### src/rtl/dtree_sched_pkg.sv
// Shared types, default widths and helpers for the decision-tree evaluation scheduler.
package dtree_sched_pkg;

  localparam int unsigned FEAT_W_DEF = 8;
  localparam int unsigned CLS_W_DEF  = 1;
  localparam int unsigned CNT_W_DEF  = 16;
  localparam int unsigned SETTLE_W   = 8;

  typedef enum logic [1:0] {
    IDLE   = 2'd0,
    SETTLE = 2'd1,
    HOLD   = 2'd2
  } state_e;

  // Increment that sticks at max_v instead of wrapping; counters up to 32 bits.
  function automatic logic [31:0] sat_inc(input logic [31:0] v, input logic [31:0] max_v);
    return (v == max_v) ? v : v + 32'd1;
  endfunction

endpackage

### src/rtl/dtree_class_hist.sv
// Per-class saturating result counters, bumped on every accepted result.
module dtree_class_hist
  import dtree_sched_pkg::*;
#(
  parameter int unsigned CLS_W = CLS_W_DEF,
  parameter int unsigned CNT_W = CNT_W_DEF
) (
  input  logic                           clk,
  input  logic                           rst_n,
  input  logic                           hist_clr,
  input  logic                           hs,
  input  logic [CLS_W-1:0]               cls,
  output logic [(2**CLS_W)*CNT_W-1:0]    class_hist
);

  localparam int unsigned NUM_CLS = 2**CLS_W;
  localparam logic [CNT_W-1:0] CNT_MAX = '1;

  logic [CNT_W-1:0] cnt_q [NUM_CLS];

  // Counter bank; a clear request overrides a coincident handshake.
  always_ff @(posedge clk or negedge rst_n) begin
    if (!rst_n) begin
      for (int i = 0; i < int'(NUM_CLS); i++) cnt_q[i] <= '0;
    end else if (hist_clr) begin
      for (int i = 0; i < int'(NUM_CLS); i++) cnt_q[i] <= '0;
    end else if (hs) begin
      cnt_q[cls] <= CNT_W'(sat_inc(32'(cnt_q[cls]), 32'(CNT_MAX)));
    end
  end

  for (genvar g = 0; g < int'(NUM_CLS); g++) begin : g_flat
    assign class_hist[g*CNT_W +: CNT_W] = cnt_q[g];
  end

endmodule

### src/rtl/dtree_eval_sched.sv
// Feeds samples to an external combinational decision tree, holds its inputs for a
// settle window, then captures the class and offers it to a valid/ready sink.
// Optional per-class histogram: define DTREE_CLASS_HIST_EN.
module dtree_eval_sched
  import dtree_sched_pkg::*;
#(
  parameter int unsigned FEAT_W        = FEAT_W_DEF,
  parameter int unsigned NUM_FEAT      = 1,
  parameter int unsigned CLS_W         = CLS_W_DEF,
  parameter int unsigned SETTLE_CYCLES = 3,
  parameter int unsigned CNT_W         = CNT_W_DEF
) (
  input  logic                         clk,
  input  logic                         rst_n,
  input  logic                         in_valid,
  input  logic [NUM_FEAT*FEAT_W-1:0]   in_data,
  output logic                         in_ready,
  output logic [NUM_FEAT*FEAT_W-1:0]   tree_x,
  input  logic [CLS_W-1:0]             tree_class,
  output logic                         out_valid,
  output logic [CLS_W-1:0]             out_class,
  input  logic                         out_ready,
  output logic                         busy,
  output logic [CNT_W-1:0]             sample_cnt
`ifdef DTREE_CLASS_HIST_EN
  ,
  input  logic                         hist_clr,
  output logic [(2**CLS_W)*CNT_W-1:0]  class_hist
`endif
);

  localparam int unsigned X_W = NUM_FEAT * FEAT_W;
  localparam logic [CNT_W-1:0] CNT_MAX = '1;
  localparam logic [SETTLE_W-1:0] SETTLE_LOAD = SETTLE_W'(SETTLE_CYCLES - 1);

  state_e              state_q, state_d;
  logic [SETTLE_W-1:0] settle_q, settle_d;
  logic [X_W-1:0]      tree_x_d;
  logic [CLS_W-1:0]    out_class_d;
  logic                out_valid_d;
  logic [CNT_W-1:0]    cnt_d;
  logic                hs_c;

  // Ready depends only on state and, while holding a result, on the sink.
  assign in_ready = (state_q == IDLE) || ((state_q == HOLD) && out_ready);

  // State and datapath registers.
  always_ff @(posedge clk or negedge rst_n) begin
    if (!rst_n) begin
      state_q    <= IDLE;
      settle_q   <= '0;
      tree_x     <= '0;
      out_class  <= '0;
      out_valid  <= 1'b0;
      busy       <= 1'b0;
      sample_cnt <= '0;
    end else begin
      state_q    <= state_d;
      settle_q   <= settle_d;
      tree_x     <= tree_x_d;
      out_class  <= out_class_d;
      out_valid  <= out_valid_d;
      busy       <= (state_d != IDLE);
      sample_cnt <= cnt_d;
    end
  end

  // Next-state logic: accept, count down the settle window, capture, hand off.
  always_comb begin
    state_d     = state_q;
    settle_d    = settle_q;
    tree_x_d    = tree_x;
    out_class_d = out_class;
    out_valid_d = out_valid;
    cnt_d       = sample_cnt;
    hs_c        = 1'b0;
    unique case (state_q)
      IDLE: begin
        if (in_valid) begin
          tree_x_d = in_data;
          settle_d = SETTLE_LOAD;
          state_d  = SETTLE;
        end
      end
      SETTLE: begin
        if (settle_q == '0) begin
          out_class_d = tree_class;
          out_valid_d = 1'b1;
          state_d     = HOLD;
        end else begin
          settle_d = settle_q - SETTLE_W'(1);
        end
      end
      HOLD: begin
        if (out_ready) begin
          hs_c        = 1'b1;
          cnt_d       = CNT_W'(sat_inc(32'(sample_cnt), 32'(CNT_MAX)));
          out_valid_d = 1'b0;
          if (in_valid) begin
            tree_x_d = in_data;
            settle_d = SETTLE_LOAD;
            state_d  = SETTLE;
          end else begin
            state_d = IDLE;
          end
        end
      end
      default: begin
        state_d     = IDLE;
        out_valid_d = 1'b0;
      end
    endcase
  end

`ifdef DTREE_CLASS_HIST_EN
  dtree_class_hist #(
    .CLS_W (CLS_W),
    .CNT_W (CNT_W)
  ) u_hist (
    .clk        (clk),
    .rst_n      (rst_n),
    .hist_clr   (hist_clr),
    .hs         (hs_c),
    .cls        (out_class),
    .class_hist (class_hist)
  );
`endif

endmodule
### config.mk
export PLATFORM = sky130hd
export DESIGN_NAME = dtree_eval_sched
export DESIGN_NICKNAME = d
export VERILOG_FILES = /design/src/rtl/dtree_sched_pkg.sv /design/src/rtl/dtree_class_hist.sv /design/src/rtl/dtree_eval_sched.sv
export SDC_FILE = /design/constraint.sdc
export NUM_CORES = 1
export LEC_CHECK = 0
export CAP_MARGIN = 5
export CORE_MARGIN = 4
export CORE_UTILIZATION = 45
export CTS_CLUSTER_DIAMETER = 150
export CTS_CLUSTER_SIZE = 25
export DETAILED_ROUTE_END_ITERATION = 10
export PLACE_DENSITY = 0.8
export SLEW_MARGIN = 10
export SYNTH_ARGS = -nofsm -noshare
export SYNTH_HDL_FRONTEND = slang
export SYNTH_HIERARCHICAL = 1
export SYNTH_SLANG_ARGS = --single-unit
### constraint.sdc
create_clock -name clk -period 2.3 [get_ports clk]
set_input_delay 0.575 -clock clk [delete_from_list [all_inputs] [get_ports clk]]
set_output_delay 0.575 -clock clk [all_outputs]
set_load 0.03 [all_outputs]
==> key figures <==
STA
  – RSZ-0062 raised after global routing: no
  – Max-slew violation count: 0
  – Worst relative slew slack: 46.97%
  – Final setup violation count: 0
  – Worst clock skew: 7.853 ps
  – Number of endpoints with negative hold slack in the final report: 0
  – Achievable Freq: 479.2 MHz
  – Minimum period implied by the final worst setup slack: 2087 ps
  – Worst Max-Slew Pin Slew: 795.5 ps
  – Crit share post-route: 90.74%

Critical path
  – Crit Reg-Reg Startpoint: state_q[1]$_DFF_PN0_
  – Worst Setup End Kind: flip-flop
  – FF-to-FF setup slack: 450 ps
  – Critical Path Sink: sample_cnt[15]$_DFFE_PN0P_
  – Worst path arrival time: 2310 ps
  – Source of the critical timing path: out_ready
  – Worst Setup Start Kind: input port
  – Worst Path Class, Setup: in2reg
  – Endpoint of the worst-slack reg-to-reg timing path: settle_q[5]$_DFFE_PN0P_
  – Highest net fanout along the worst path: 5
  – Register-to-Register Path Depth: 3
  – Required @ worst endpoint: 2520 ps

Pwr
  – Share of power burned in combinational logic: 2.4%
  – Sw Pwr: 0.0002507 W
  – Max VDD drop: 0.4076 mV
  – Switching part of the total power: 18.59%
  – Total chip power: 0.001349 W
  – Power density normalized to cell area: 571.0 nW/um2
  – Internal power: 0.001098 W
  – Static leakage: 1.119 nW
  – Clock network fraction of design power: 49.4%
  – Relative contribution of sequential cells to total power: 48.2%

Clock network
  – Number of H-tree levels: 2
  – Clock latency of the later-clocked register in the worst-skew pair: 290 ps
  – Post-CTS Hold Fix Bufs: 0
  – Number of buffers added for setup after CTS: 0
  – Number of buffers created by CTS: 5
  – Cts repair resizes: 0
  – CTS tree: built
  – Sink count of the clock tree: 37
  – Clock Root Buffer: clkbuf_8
  – Clock transition at the register clock pins on the worst setup and hold paths after CTS: 80 ps
  – Buffer depth of the longest clock path: 2

Global routing
  – GRT Max-Usage Layer: met2
  – Met3 routing resource usage after global routing: 5.824%
  – Number of antenna violations at the first check in global routing: 0
  – Global-route met2 utilization: 25.54%
  – Fraction of met1 tracks used by global routing: 19.85%
  – Pin count of the biggest net entering global routing: 38
  – Global-route wire length before repair: 6361 um
  – Global router's overall resource usage: 15.91%
  – Number of global-route vias before repair: 1,412
  – Total global routing overflow: 0

Final layout
  – Area growth from synthesis to final layout: 33.52%
  – Filler cell count in the final layout: 320
  – Final #Nets: 232
  – Final Cell Area: 2362 um2
  – Final antenna diode count: 0
  – Total area of multi-input combinational cells: 804.5 um2
  – Combined flip-flop and latch cell area: 925.9 um2
  – Most common cell after layout, fill and taps aside: clkdlybuf4s50_1
  – Most used cells in the layout excluding fill and tap cells: 38 x clkdlybuf4s50_1, 37 x dfrtp_1, 31 x nand2_1, 12 x nor2_1, 12 x xor2_1
  – Ratio of cells with drive above 1 in the final layout: 11.01%
  – Post-route insts no fill: 266

Routing
  – Average wire length per cell after detail routing: 13.64 um
  – Post-route DRC violation count: 0
  – WL final: 3627 um
  – Count of vias placed by the detailed router: 1,412
  – Vias per Instance: 5.308
  – Detail Route Antenna Nets: 0
  – Length of the first detailed-routing pass in iterations: 4
  – Violation count after the first detailed-routing iteration: 119

Logic synthesis
  – Flops & latches, synth: 37
  – Fraction of post-synthesis cell area in the top cell type by area: 52.33%
  – Number of standard cells after synthesis: 171
  – Synth area leader: dfrtp_1
  – Cell area after technology mapping: 1769 um2
  – Portion of the post-synthesis area used by sequential elements: 52.33%
  – Synthesized Nets: 186
  – Cell types with the largest area share after synthesis: dfrtp_1 52%, nand2_1 6.6%, xor2_1 5.9%, nand3_1 2.5%, nor2_1 2.5%
  – Count of flip-flops with a built-in enable after synthesis: 0
  – Count of yosys warnings during synthesis: 6
  – Dominant synthesized flop cell: dfrtp_1
  – Fraction of registers with async set/reset: 100.0%
  – Number of distinct library cells after synthesis: 39
  – Syn Area/Cell: 10.35 um2

Floorplanning
  – Die Ht: 70.70 um
  – Placeable core region: 3744 um2
  – Cell row count: 22
  – Horizontal die dimension: 70.70 um
  – Die area: 4998 um2
  – Starting density of the core: 47.26%
  – Boundary pin count: 41

Place
  – Quantity of I/O buffers inserted on ports: 40
  – GPL Wtd Cong: 0.7869
  – Post-DP HPWL: 2576 um
  – Inst Count DP: 258
  – Post-placement cell area: 2228 um2

Run status
  – Run status: completed

Worst hold path
  – Worst min-delay path class: in2async

Run
  – Maximum capacitance violations: 0
[how the worst min path moves through the flow]
stage / from / endpoint / slack, ps / depth (start not counted)
after global routing: rst_n / state_q[1]$_DFF_PN0_ / 430 / 1
after global placement: tree_x[7]$_DFFE_PN0P_ / tree_x[7]$_DFFE_PN0P_ / 460 / 2
after floorplan: rst_n / busy$_DFF_PN0_ / 280 / 0
final: rst_n / sample_cnt[9]$_DFFE_PN0P_ / 370 / 1
after detailed placement: out_valid$_DFFE_PN0P_ / out_valid$_DFFE_PN0P_ / 470 / 1
after CTS: rst_n / tree_x[1]$_DFFE_PN0P_ / 390 / 1
[power groups by stage]
stage	combinational (W)	sequential (W)	clock (W)
finish	0.0000325	0.000650	0.000666
floorplan	0.000000465	0.000663	0
global route	0.0000371	0.000650	0.000718
global placement	0.0000335	0.000663	0
detailed placement	0.0000336	0.000663	0
CTS	0.0000340	0.000650	0.000685
[layout make-up]
class / count / share of cell area, %
clock buffers: 5 / 2.913
clock inverters: 3 / 2.754
inverters: 6 / 0.9534
multi-input cells: 124 / 34.06
flip-flops and latches: 37 / 39.19
well taps: 48 / 2.542
repair buffers: 43 / 17.58
[per-stage QoR]
stage	util, %	setup slack [ps]	setup TNS, ps	hold slack (ps)
after detailed placement	59.53	-105.4	-136.3	468.3
after CTS	63.10	213.9	0	388.2
after global placement	59.53	-50.15	-50.15	456.7
after floorplan	-	446.0	0	279.4
final	63.10	213.0	0	366.4
after global routing	63.10	86.30	0	426.0
[layer usage]
layer | vias to the layer above | share of wire (%)
met2 | 41 | 50
met4 | 0 | 1.2
met5 | - | 0
li1 | 686 | -
met3 | 4 | 6.5
met1 | 681 | 42
[synthesized netlist by cell type, types with 3 or more instances]
| cell | instances |
|---|---|
| nor4_1 | 4 |
| xnor2_1 | 4 |
| nor3_1 | 7 |
| nand2_1 | 31 |
| inv_1 | 6 |
| clkbuf_1 | 3 |
| xor2_1 | 12 |
| nand3_1 | 9 |
| nand4_1 | 5 |
| dfrtp_1 | 37 |
| o21ai_0 | 5 |
| nor2_1 | 12 |
[worst max-delay path, cell delays in order]
cell and delay (ps):
clkdlybuf4s50_1 530, nand3b_1 170, or4_4 570, nor4_2 280
xor2_1 170
[registers in the layout, indices dropped and copies added, names as in the netlist]
name,cells
sample_cnt,16
settle_q,8
tree_x,8
state_q,2
busy,1
out_class,1
out_valid,1
[cell families (layout without fill, tap and decap cells)]
logic type	Yosys count	in the layout	synth area share [%]
AO/OA/AOI/OAI	14	14	6.507
XOR/XNOR	16	16	7.921
adder cells (fa/ha/maj)	2	2	1.414
buffers and inverters	10	57	2.192
flip-flops	37	37	52.33
multiplexers	4	4	2.404
AND/OR/NAND/NOR	88	88	27.23
Power figures use the tool's default switching activity.
==> RTL edit 1, RTL diff (same settings) <==
`NUM_FEAT`: 1 -> 2.
--- a/src/rtl/dtree_eval_sched.sv
+++ b/src/rtl/dtree_eval_sched.sv
@@ -5,7 +5,7 @@
   import dtree_sched_pkg::*;
 #(
   parameter int unsigned FEAT_W        = FEAT_W_DEF,
-  parameter int unsigned NUM_FEAT      = 1,
+  parameter int unsigned NUM_FEAT      = 2,
   parameter int unsigned CLS_W         = CLS_W_DEF,
   parameter int unsigned SETTLE_CYCLES = 3,
   parameter int unsigned CNT_W         = CNT_W_DEF
Ports: changed (resized in_data and tree_x); port bits go from 41 to 57. No check against the original RTL was run, so the function may have changed too.
==> RTL edit 1 against the unedited design <==
First-iteration DRC count decreased by 38%; setup slack improved by 0.045 ns; wire length increased by 19%; sequential share of layout area increased by 0.93 points; design area increased by 19%; sequential cell count increased by 8; area after synthesis increased by 16%; die area increased by 14%; via count increased by 19%; register-to-register slack improved by 0.02 ns.
Power is not compared: it rests on default switching activity, and its combinational part moved more than twofold at a synthesized area within 25%.
==> RTL edit 1: results (changes against the unedited design) <==
** Routing
- The count of vias placed by the detailed router is 1679 (+19%).
- Routed met1 length :: 1850 µm (+21%)
- WL/cell :: 13.5 µm (-1.0%)
- Wire length on met3 :: 295 µm (+25%)
- Met2 WL :: 2140 µm (+17%)
- The number of violations reported at the end of detailed-routing iteration 0 was 74 (-38%).
- The final wirelength was 4320 µm (+19%).

** STA
- The transition time at the pin with the least slew margin is 0.550 ns (-0.245 ns).
- The clock skew is 0.00542 ns (-0.00243 ns).
- Hold slack final :: 0.354 ns (-0.0121 ns)

** Global route
- The pin count of the biggest net entering global routing is 46 (+21%).
- Via count of the first global-routing pass :: 1643 (+16%)
- The met2 demand-to-capacity share in global routing was 0.292 (+0.0370).
- The met3 track demand over resource in global routing was 0.0567 (-0.00151).
- Met1 usage in global routing :: 0.191 (-0.00751)

** Final layout
- Largest registers :: sample_cnt: 16 flops, tree_x: 16 flops, settle_q: 8 flops
- The fraction of final layout cells with drive strength greater than 1 is 0.0858 (-0.0243).
- Number of nets in the final layout :: 290 (+25%)

** Yosys
- Post-synth cell types :: 38 (-2.6%)
- Top area cells in the synthesized netlist :: dfrtp_1 (55%), nand2_1 (11%), xor2_1 (6.4%), nor2_1 (2.0%), o21ai_0 (1.7%)
- Ranked by instance count, the synthesized netlist is headed by nand2_1 (58), dfrtp_1 (45), xor2_1 (15).
- Compound-cell area share of the yosys netlist :: 0.0489 (-0.0162)
- The portion of the post-synthesis area used by sequential elements was 0.550 (+0.0268).
- The post-synthesis share of cell area spent on xor and xnor gates is 0.0685 (-0.0107).
- The mean instance size in the synthesized netlist is 10.1 µm² (-2.5%).
- Adder and majority cell fraction of the synthesized area :: 0.0122 (-0.00192)

** Setup path
- The register-to-register setup slack was 0.47 ns (+0.02 ns).
- On the critical path, the stage with the largest delay is an instance of clkdlybuf4s50_1.
- Number of cell instances on the worst register-to-register path :: 6 (+3)
- Category of cells accounting for the largest share of critical-path delay :: buffers and inverters
- Worst reg2reg path endpoint :: settle_q[2]
- Critical path peak fanout :: 6 (+1)
- Worst path arrival time :: 1.47 ns (-0.84 ns)
- The critical path's largest stage delay was 0.71 ns (+0.14 ns).

** Clock tree
- The clock network latency to the later pin of the worst-skew pair is 0.29 ns (about the same).

** Place
- The post-detailed-placement half-perimeter wirelength came to 3170 µm (+23%).
- Routability-driven placement congestion ratio :: 0.830 (+5.5%)
- The total instance count after detailed placement is 312 (+21%).

** Outcome
- Run status :: completed

** Pwr
- The completed layout was analyzed and its total power is ~3200 µW.
==> RTL edit 1: final cells by class <==
cell class                 instances  area [µm²]
tap                               52        65.1
timing repair buffer              62         598
sequential                        45        1130
fill                             382        1580
clock inverter                     1        30.0
multi-input combinational        148         882
inverter                           5        18.8
clock buffer                       7        86.3
==> RTL edit 1: how the worst max path moves through the flow <==
stage / start / endpoint / slack [ns] / depth (start not counted)
finish: sample_cnt[12] / sample_cnt[12] / 0.26 / 1
detailed placement: out_ready / sample_cnt[15] / 0.04 / 5
global placement: out_ready / sample_cnt[15] / 0.08 / 5
floorplan: sample_cnt[2] / sample_cnt[15] / 0.38 / 4
global route: sample_cnt[12] / sample_cnt[12] / 0.17 / 1
CTS: sample_cnt[12] / sample_cnt[12] / 0.24 / 1
==> RTL edit 1: worst reg2reg max path, cell delays in order (launching register included) <==
cell	delay [ns]
dfrtp_1	0.40
inv_1	0.08
ha_1	0.19
or3b_2	0.52
o211ai_2	0.27
xor2_1	0.21
nor2_1	0.05
==> RTL edit 2, RTL diff (same settings) <==
Made on the original files. The 3 states of `state_e` get a one-hot encoding in 3 bits.
--- a/src/rtl/dtree_sched_pkg.sv
+++ b/src/rtl/dtree_sched_pkg.sv
@@ -6,10 +6,10 @@
   localparam int unsigned CNT_W_DEF  = 16;
   localparam int unsigned SETTLE_W   = 8;
 
-  typedef enum logic [1:0] {
-    IDLE   = 2'd0,
-    SETTLE = 2'd1,
-    HOLD   = 2'd2
+  typedef enum logic [2:0] {
+    IDLE   = 3'b001,
+    SETTLE = 3'b010,
+    HOLD   = 3'b100
   } state_e;
 
   // Increment that sticks at max_v instead of wrapping; counters up to 32 bits.
Formal check against the unedited RTL: no difference found for any inputs over 10 cycles, from zero or initial values and one cycle with rst_n low; not proved beyond that.
==> RTL edit 2 against the unedited design <==
Design area increased by 0.95%; non-clock buffer count increased by 2; area after synthesis increased by 2.5%; wire length increased by 7.8%; critical path type is now in2out; critical endpoint is now in_ready; sequential cell count grew 1; setup slack got worse by 0.081 ns.
Power is not compared: it rests on default switching activity, and its combinational part moved more than twofold at a synthesized area within 25%.
==> RTL edit 2: results (changes against the unedited design) <==
** Routing
- The final wirelength came to 3910 µm (+7.8%).
- The mean routed wirelength per cell was 15.3 µm (+12%).
- Via count normalized by instance count :: 5.45 (+2.7%)
- The number of violations reported at the end of detailed-routing iteration 0 came to 80 (-33%).

** Setup path
- Number of cell instances on the worst register-to-register path :: 3 (unchanged)
- Reg2reg setup slack :: 0.34 ns (-0.11 ns)
- The endpoint identified for the worst register-to-register timing path is out_class.
- The maximum fanout count along the critical path is 4 (-1).
- The startpoint identified for the worst register-to-register timing path is settle_q[3].
- The data arrival at the endpoint of the critical path came to 1.59 ns (-0.72 ns).

** Yosys
- The number of standard cells after synthesis came to 156 (-8.8%).
- Warning count from the yosys run :: 6 (unchanged)
- The most used flip-flop cell after synthesis is dfrtp_1.
- The portion of the post-synthesis area used by sequential elements is 0.525 (+0.00185).
- Post-synth cell types :: 42 (+7.7%)
- The proportion of register bits with asynchronous set or reset after synthesis came to 1.00 (unchanged).
- Yosys attributes the largest share of cell area to dfrtp_1 (51%), xor2_1 (5.8%), mux2_2 (5.0%), xnor2_1 (2.4%), nor3_1 (1.9%).
- The net count of the mapped netlist is 171 (-8.1%).
- Most frequent cells after synthesis :: dfrtp_1 (37), xor2_1 (12), mux2_2 (8)

** Final layout
- Number of nets in the final layout :: 221 (-4.7%)
- The fraction of final layout cells with drive strength greater than 1 is 0.164 (+0.0542).
- Filler cells :: 289 (-9.7%)

** STA
- The transition time at the pin with the least slew margin came to 0.481 ns (-0.315 ns).
- Worst clock skew on the final layout :: 0.00907 ns (+0.00122 ns)

** Clock tree
- Clock Latency Late Sink :: approximately 0.28 ns
- Post-CTS Setup Inserts :: 0 (unchanged)
- Clock-pin slew was measured on the worst setup and hold paths at 0.07 ns.
- CTS Root Buffer Type :: clkbuf_8

** Place
- Cells after DPL :: 247 (-4.3%)
- Setup Slack @ Placement :: -0.0463 ns (+0.0591 ns)
- The post-detailed-placement half-perimeter wirelength is 2920 µm (+13%).
- The routability congestion estimate from global placement came to 0.810 (+2.9%).

** Min path
- Hold/Removal Path Class :: in2async

** Global route
- GRT Resource Usage Total :: 0.168 (+0.00917)
- Global-route wire length before repair :: 6790 µm (+6.7%)
- Via count of the first global-routing pass :: 1419 (+0.50%)
- Pin count of the biggest net entering global routing :: 39 (+2.6%)

** Outcome
- The run finished with clean final reports.

** Pwr
- For this design the static power due to leakage is about 0.0011 µW.
## RTL edit 2: cell types whose count changed in the layout (fill, tap and decap cells not counted), sizes merged, moves of 3 or more
cell / delta
o21ai: +3
nand2: -24
a21oi: +6
mux2: +8
nor3b: +4
nand3: -4
or3: +3
nor2: -6
clkbuf: +3
## RTL edit 2: final cells by class
cell class / count / share of cell area
clock buffer: 7 / 0.0362
timing repair buffer: 45 / 0.180
sequential: 38 / 0.399
clock inverter: 1 / 0.00210
multi-input combinational: 111 / 0.349
inverter: 5 / 0.00787
tap: 48 / 0.0252
## RTL edit 2: critical path: stages
cell and delay, ns:
clkdlybuf4s50_1 0.52, nand3b_1 0.15, a21oi_1 0.17, buf_4 0.17
## RTL edit 2: cells by family (layout without fill, tap and decap cells)
logic type / Yosys count / count (layout) / share of synthesized area
xor gates and xnor gates: 17 / 17 / 0.0821
AOI/OAI and AO/OA: 21 / 21 / 0.0739
adders and majority gates: 2 / 2 / 0.0138
muxes: 12 / 12 / 0.0752
DFF: 38 / 38 / 0.525
buffers and inverters: 7 / 58 / 0.0159
and+or+nand+nor: 59 / 59 / 0.214
## RTL edit 2: worst max path at each step
stage | startpoint | to | slack [ns]
floorplan | sample_cnt[12] | sample_cnt[1] | 0.41
global placement | out_ready | sample_cnt[13] | 0.08
global route | out_ready | in_ready | 0.11
detailed placement | out_ready | sample_cnt[15] | -0.05
CTS | out_ready | in_ready | 0.13
finish | out_ready | in_ready | 0.13
## RTL edit 2: stage by stage
step | hold WS (ns) | instance area [µm²]
after detailed placement | 0.493 | 2290
after CTS | 0.341 | 2380
after global placement | 0.466 | 2290
after global routing | 0.359 | 2380
after floorplan | 0.279 | 1810
final | 0.327 | 2380
## RTL edit 2: per-layer routing
layer / vias up / wire (µm) / global-route usage
li1: 663 / - / -
met1: 680 / 1710 / 0.233
met2: 43 / 1960 / 0.257
met3: 4 / 204 / 0.0435
met4: 0 / 32 / 0.0564
met5: - / 0 / 0
## RTL edit 2: where the power goes
part	switching (µW)	internal, µW	total (µW)
clock network	220	242	462
logic	496	419	915
registers	123	827	949
